==> config.mk <==
export PLATFORM = sky130hd
export DESIGN_NAME = mips_bus_arbiter
export DESIGN_NICKNAME = d
export VERILOG_FILES = /design/src/rtl/mips_bus_arbiter.sv
export SDC_FILE = /design/constraint.sdc
export NUM_CORES = 1
export LEC_CHECK = 0
export CAP_MARGIN = 20
export CORE_AREA = 4 4 107 109
export CTS_CLUSTER_SIZE = 12
export DETAILED_ROUTE_END_ITERATION = 10
export DIE_AREA = 0 0 111 113
export PLACE_DENSITY = 0.72
export SYNTH_ARGS = -nofsm -noshare
export SYNTH_HDL_FRONTEND = slang
export SYNTH_SLANG_ARGS = --single-unit
==> constraint.sdc <==
create_clock -name clk -period 2.1 [get_ports clk]
set_clock_uncertainty 0.1 [all_clocks]
set_input_delay 0.315 -clock clk [delete_from_list [all_inputs] [get_ports clk]]
set_output_delay 0.315 -clock clk [all_outputs]
set_load 0.02 [all_outputs]
==> src/rtl/mips_bus_arbiter.sv <==
// Two-master (instruction fetch / load-store) arbiter for the shared Avalon-style memory bus.
// Build option: define MIPS_ARB_ROUND_ROBIN_EN for alternating tie-break instead of D priority + starvation counter.
module mips_bus_arbiter #(
    parameter int STARVE_LIMIT = 4
) (
    input  logic        clk,
    input  logic        reset,

    input  logic [31:0] i_address,
    input  logic        i_read,
    input  logic        i_write,
    input  logic [3:0]  i_byteenable,
    output logic        i_waitrequest,
    output logic [31:0] i_readdata,

    input  logic [31:0] d_address,
    input  logic        d_read,
    input  logic        d_write,
    input  logic [31:0] d_writedata,
    input  logic [3:0]  d_byteenable,
    output logic        d_waitrequest,
    output logic [31:0] d_readdata,

    output logic [31:0] mem_address,
    output logic        mem_read,
    output logic        mem_write,
    output logic [31:0] mem_writedata,
    output logic [3:0]  mem_byteenable,
    input  logic        mem_waitrequest,
    input  logic [31:0] mem_readdata
);

    typedef enum logic [1:0] {
        ST_IDLE    = 2'd0,
        ST_GRANT_I = 2'd1,
        ST_GRANT_D = 2'd2
    } state_t;

    state_t r_state;
    state_t w_state_next;

    logic w_i_pend;
    logic w_d_pend;
    logic w_tie_to_i;
    logic w_pick_i;
    logic w_pick_d;
    logic w_decide;

    // The fetch path never writes, so only i_read makes I pending.
    assign w_i_pend = i_read;
    assign w_d_pend = d_read | d_write;

`ifdef MIPS_ARB_ROUND_ROBIN_EN
    logic r_last_grant_d;
    logic w_unused;

    assign w_unused   = i_write ^ (STARVE_LIMIT == 0);
    assign w_tie_to_i = r_last_grant_d;

    always_ff @(posedge clk) begin
        if (!reset) begin
            r_last_grant_d <= 1'b0;
        end else if (w_decide) begin
            r_last_grant_d <= w_pick_d;
        end
    end
`else
    logic [3:0] r_starve_cnt;
    logic       w_unused;

    assign w_unused   = i_write;
    assign w_tie_to_i = (r_starve_cnt == 4'(STARVE_LIMIT));

    // Counts D wins that left I waiting; clears once I is served or stops asking.
    always_ff @(posedge clk) begin
        if (!reset) begin
            r_starve_cnt <= 4'd0;
        end else if (w_decide && w_pick_d && w_i_pend) begin
            r_starve_cnt <= r_starve_cnt + 4'd1;
        end else if (!w_i_pend || (w_decide && w_pick_i)) begin
            r_starve_cnt <= 4'd0;
        end
    end
`endif

    assign w_pick_i = w_i_pend && (!w_d_pend || w_tie_to_i);
    assign w_pick_d = w_d_pend && !w_pick_i;

    always_ff @(posedge clk) begin
        if (!reset) begin
            r_state <= ST_IDLE;
        end else begin
            r_state <= w_state_next;
        end
    end

    // A decision is taken from IDLE, or on the completing cycle of the current grant.
    always_comb begin
        w_state_next = r_state;
        w_decide     = 1'b0;
        case (r_state)
            ST_IDLE: begin
                w_decide = w_i_pend | w_d_pend;
            end
            ST_GRANT_I: begin
                if (!w_i_pend) begin
                    w_state_next = ST_IDLE;
                end else if (!mem_waitrequest) begin
                    w_decide = 1'b1;
                end
            end
            ST_GRANT_D: begin
                if (!w_d_pend) begin
                    w_state_next = ST_IDLE;
                end else if (!mem_waitrequest) begin
                    w_decide = 1'b1;
                end
            end
            default: begin
                w_state_next = ST_IDLE;
            end
        endcase
        if (w_decide) begin
            w_state_next = w_pick_i ? ST_GRANT_I : ST_GRANT_D;
        end
    end

    always_comb begin
        mem_address    = 32'd0;
        mem_read       = 1'b0;
        mem_write      = 1'b0;
        mem_writedata  = 32'd0;
        mem_byteenable = 4'd0;
        i_waitrequest  = 1'b1;
        d_waitrequest  = 1'b1;
        case (r_state)
            ST_GRANT_I: begin
                mem_address    = i_address;
                mem_read       = i_read;
                mem_byteenable = i_byteenable;
                i_waitrequest  = !(w_i_pend && !mem_waitrequest);
            end
            ST_GRANT_D: begin
                mem_address    = d_address;
                mem_write      = d_write;
                mem_read       = d_read & ~d_write;
                mem_writedata  = d_writedata;
                mem_byteenable = d_byteenable;
                d_waitrequest  = !(w_d_pend && !mem_waitrequest);
            end
            default: begin
            end
        endcase
    end

    assign i_readdata = mem_readdata;
    assign d_readdata = mem_readdata;

endmodule
* Word level (Yosys, flattened, before mapping)
Cells that the tools add are included.
Operators by class: add/sub/neg operators 1, $lt $le $gt $ge 0, equality and inequality tests 6, reductions and logical operators 18, bitwise gates (word level) 4, $mul 0, shift-type cells 0, div/mod/pow operators 0, mux-type cells 18
Operators with widths (count):
- 32-bit case mux with 2 select lines | 1
- 32-bit 2-to-1 mux | 1
- 2-bit 2-to-1 mux | 4
- 4-bit 2-to-1 mux | 2
- 4-bit case mux with 2 select lines | 1
- 1-bit logical AND | 7
- 1-bit logical NOT | 6
- 1-bit 2-to-1 mux | 6
- 3-bit inequality test (second input constant) | 2
- 2-bit case mux with 3 select lines | 1
- 4-bit by 1-bit adder with 4-bit output (second input constant) | 1
- 4-bit by 3-bit == test with 1-bit output (second input constant) | 1
- 1-bit case mux with 3 select lines | 1
- 3-bit AND reduction | 1
- 2-bit by 1-bit == test with 1-bit output (second input constant) | 1
- 2-bit == test (second input constant) | 1
- 2-bit logical NOT | 1
- 1-bit logical OR | 2
- 2-bit inequality test (second input constant) | 1
- 1-bit bitwise OR | 2
- 1-bit case mux with 2 select lines | 1
- 2-bit nonzero test | 1
- 1-bit AND | 1
- 1-bit inverter | 1
Storage, ports and cells: input port bits 143, logic and storage cells 49, bits in read-only memories 0, output and inout bits 136, bits in registers 6, memory bits (writable) 0, latch bits 0, memories 0

* Logic depth before layout (Yosys ltp)
word-level depth 9, mapped depth 7, gate-level depth less buffers 6

* Worst setup path after synthesis
Ideal clock, no wire load.
path kind flip-flop to output port, start reg r_state[1], end out mem_address[0], setup slack 0.188 ns, cell stages (with the launch flop) 7, data arrival time 1.497 ns, data required time 1.685 ns, cells stage by stage dfxtp_1 inv_1 ha_1 clkbuf_1 buf_1 a22oi_1 nor2b_1
Between the ends: longest elaborated chain between the ends 2
Ends and longest elaborated chain:
- start, declared | RTL line 39 | state_t r_state;
- start signal, assigned | RTL line 93 | r_state <= w_state_next;
- 2-bit == test or 2-bit by 1-bit == test with 1-bit output (tied branches) | RTL line 136 | case (r_state)
- 32-bit case mux with 2 select lines * | RTL line 136
- end, declared | RTL line 24 | output logic [31:0] mem_address,
Mark *: on every way between the ends. The rest lies on a longest branch, timed or not.

* Worst setup path after layout
start reg r_state[0], end out mem_address[13]
The elaborated chain is that of the path after synthesis.

==> results.toml <==
[run_status]
status = "finished clean"

[setup_path]
cp-start-kind = "register"
crit_arrival_ns = 1.59
crit_fanout = 30
cp_data_required_time_ns = 1.68
end_kind = "output pin"
path_class = "reg2out"

[route]
drc = 0
vias_per_cell = 4.08
ant_nets = 0
vias = 2065
drtIter0Drc = 115
routedWlPerCell_um = 13.8
totalWireLength_um = 6970
firstDrtPassIters = 4

[placed_design]
gp_congestion = 0.775
place_ws_ns = -0.128
dp_hpwl_um = 5770
dp_cells = 503
io_buffer_count = 181

[finish]
final_common_cell = "clkdlybuf4s50_1"
final_cells = 506
fin_nets = 517
syn2layout_area_growth_pct = 94.8
multi_input_area_um2 = 1120
seqCellArea_um2 = 123
final_cell_mix = "clkdlybuf4s50_1 (109), nor2b_1 (36), dlygate4sd2_1 (35), and2_1 (34)"
drive_above_1_share_pct = 18.9
fillers = 1138
diodes = 0

[run]
cap_violations = 0

[clocking]
cts.htree.levels = 1
hold_buffers = 0
cts_tree = "done"
insertion_delay_ns = 0.22
cts_buffers = 3
clock_path_buffers = 2
cts_num_sinks = 6
cts_root_buf = "clkbuf_8"
clkSlewWorstSetupHoldPaths_ns = 0.03

[sta]
fin_crit_sh_pct = 95.4
relSlewSlack_pct = 63.2
worst_slew_pin_slew_ns = 0.548
final_max_slew_viol_count = 0
setup_slack_ns = 0.0959
hold_slack_ns = 0.402
fmax_mhz = 499
finalHoldViolCount = 0
layout_min_cycle_time_ns = 2.00
setup_viol = 0

[power_and_ir_drop]
powerDensity_nw_per_um2 = 425
comb_power_share_pct = 79.2
power_frac_seq_pct = 9.2
intPower_mw = 0.867
ir_drop_v = 0.000312
p_switching_mw = 0.597
p_sw_share_pct = 40.8
p_clk_share_pct = 11.6
p_leak_nw = 1.34

[synthesis]
seq_area_frac_synth_pct = 6.79
synthCells = 248
synth_warnings = 0
syn_area_per_cell_um2 = 7.13
ys_ff_latch = 6
synth_fp_nets = 397
syn-cell-area_um2 = 1770
synth_cell_types = 32

[hold_path]
min_path_type = "reg2reg"

[floorplanning]
ioPinCount = 279
initial_core_util_pct = 16.7
die_w_um = 111
die_area_um2 = 12500
die_h_um = 113
rows = 38
floorplan.core_area_um2 = 10600

[global_routing]
gr-total-overflow = 0
antenna_found_initial = 0
grt_pass1_vias = 2218
grt_start_max_net_pins = 40
grt_usage_pct = 9.98
grt_pass1_wl_um = 10500
[cell families (layout without fill, tap and decap cells)]
kind of cell    count (synthesis)  count (layout)  share of synthesized area [%]
simple gates                   98              98                           34.1
fa+ha+maj                       6               6                           4.25
mux                             3               3                           1.70
buf+inv                        88             206                           32.7
flops                           6               6                           6.79
compound gates                 47              47                           20.5
[through the flow]
stage	cell area [um^2]	total power, mW	TNS [ns]	util [%]
3_5_place_dp	3360	1.35	-3.27	31.7
2_1_floorplan	1770	0.889	0	-
3_3_place_gp	3360	1.33	-1.69	31.7
5_1_grt	3440	1.57	-0.00951	32.5
6_report	3440	1.46	0	32.5
4_1_cts	3410	1.46	-0.0199	32.2
[what timing repair did]
| action | CTS | global route |
|---|---|---|
| endpoints found under the hold margin | 0 | 0 |
| endpoints found under the setup margin | 71 | 64 |
| buffers inserted | 0 | 0 |
| resized for setup | 142 | 12 |
[layout make-up]
cell class | count | share of cell area, %
clock buffers | 3 | 1.20
multi-input cells | 154 | 32.6
inverters | 8 | 0.872
repair buffers | 195 | 56.7
flip-flops and latches | 6 | 3.56
well taps | 140 | 5.09
[Yosys cell counts]
library cell | count | share of area [%]
a22oi_1 | 36 | 15
o31ai_4 | 1 | 1.2
o211ai_1 | 1 | 0.42
and2_1 | 34 | 12
nor2b_1 | 36 | 13
a21oi_1 | 2 | 0.57
nand3_1 | 3 | 0.85
a21oi_4 | 1 | 0.92
buf_6 | 1 | 0.64
or3_1 | 1 | 0.35
ha_1 | 6 | 4.2
clkbuf_1 | 12 | 2.5
nor3_1 | 2 | 0.57
nor3b_4 | 1 | 1.1
and3b_1 | 1 | 0.50
o31ai_1 | 1 | 0.42
nand3b_1 | 1 | 0.42
nand2b_1 | 2 | 0.71
buf_4 | 64 | 27
a21o_1 | 1 | 0.42
and3_1 | 2 | 0.71
inv_1 | 8 | 1.7
or3_4 | 1 | 0.64
o21ai_0 | 3 | 0.85
nand2_1 | 7 | 1.5
or2_2 | 2 | 0.71
buf_1 | 3 | 0.64
mux2i_1 | 3 | 1.7
nand4_1 | 2 | 0.71
dfxtp_1 | 6 | 6.8
nor2_1 | 3 | 0.64
a31oi_1 | 1 | 0.35
[metal layers]
layer | track usage, % | part of all wire (%) | wire length [um] | up-vias
li1 | - | - | - | 1002
met1 | 9.13 | 34 | 2350 | 936
met2 | 21.5 | 58 | 4020 | 114
met3 | 2.30 | 7.5 | 526 | 13
met4 | 2.63 | 1.1 | 77 | 0
met5 | 0 | 0 | 0 | -
[power by group through the flow]
stage / logic [mW] / clock network [mW] / registers, mW
after floorplan: 0.758 / 0 / 0.131
after global placement: 1.20 / 0 / 0.132
after detailed placement: 1.22 / 0 / 0.132
after CTS: 1.15 / 0.176 / 0.130
after global routing: 1.24 / 0.187 / 0.137
final: 1.16 / 0.170 / 0.135
[registers in the layout (all words and copies together), names as in the netlist]
name and cells:
r_starve_cnt 4, r_state 2
[critical path, cell delays in order (launching register included)]
cell and delay (ns):
dfxtp_2 0.34, inv_2 0.11, ha_4 0.20, buf_12 0.19, a22oi_1 0.11, nor2b_1 0.14
clkdlybuf4s15_2 0.27
[final timing paths]
check                                             start                 endpoint  slack, ns  cells past startpoint
worst max register to register  r_state[0]$_SDFFE_PN0P_  r_state[0]$_SDFFE_PN0P_       0.15                      7
worst min register to register  r_state[0]$_SDFFE_PN0P_  r_state[0]$_SDFFE_PN0P_       0.40                      2
worst max-delay path            r_state[0]$_SDFFE_PN0P_          mem_address[13]        0.1                      6
worst min-delay path            r_state[0]$_SDFFE_PN0P_  r_state[0]$_SDFFE_PN0P_       0.40                      2
(Power assumes the default switching activity.)
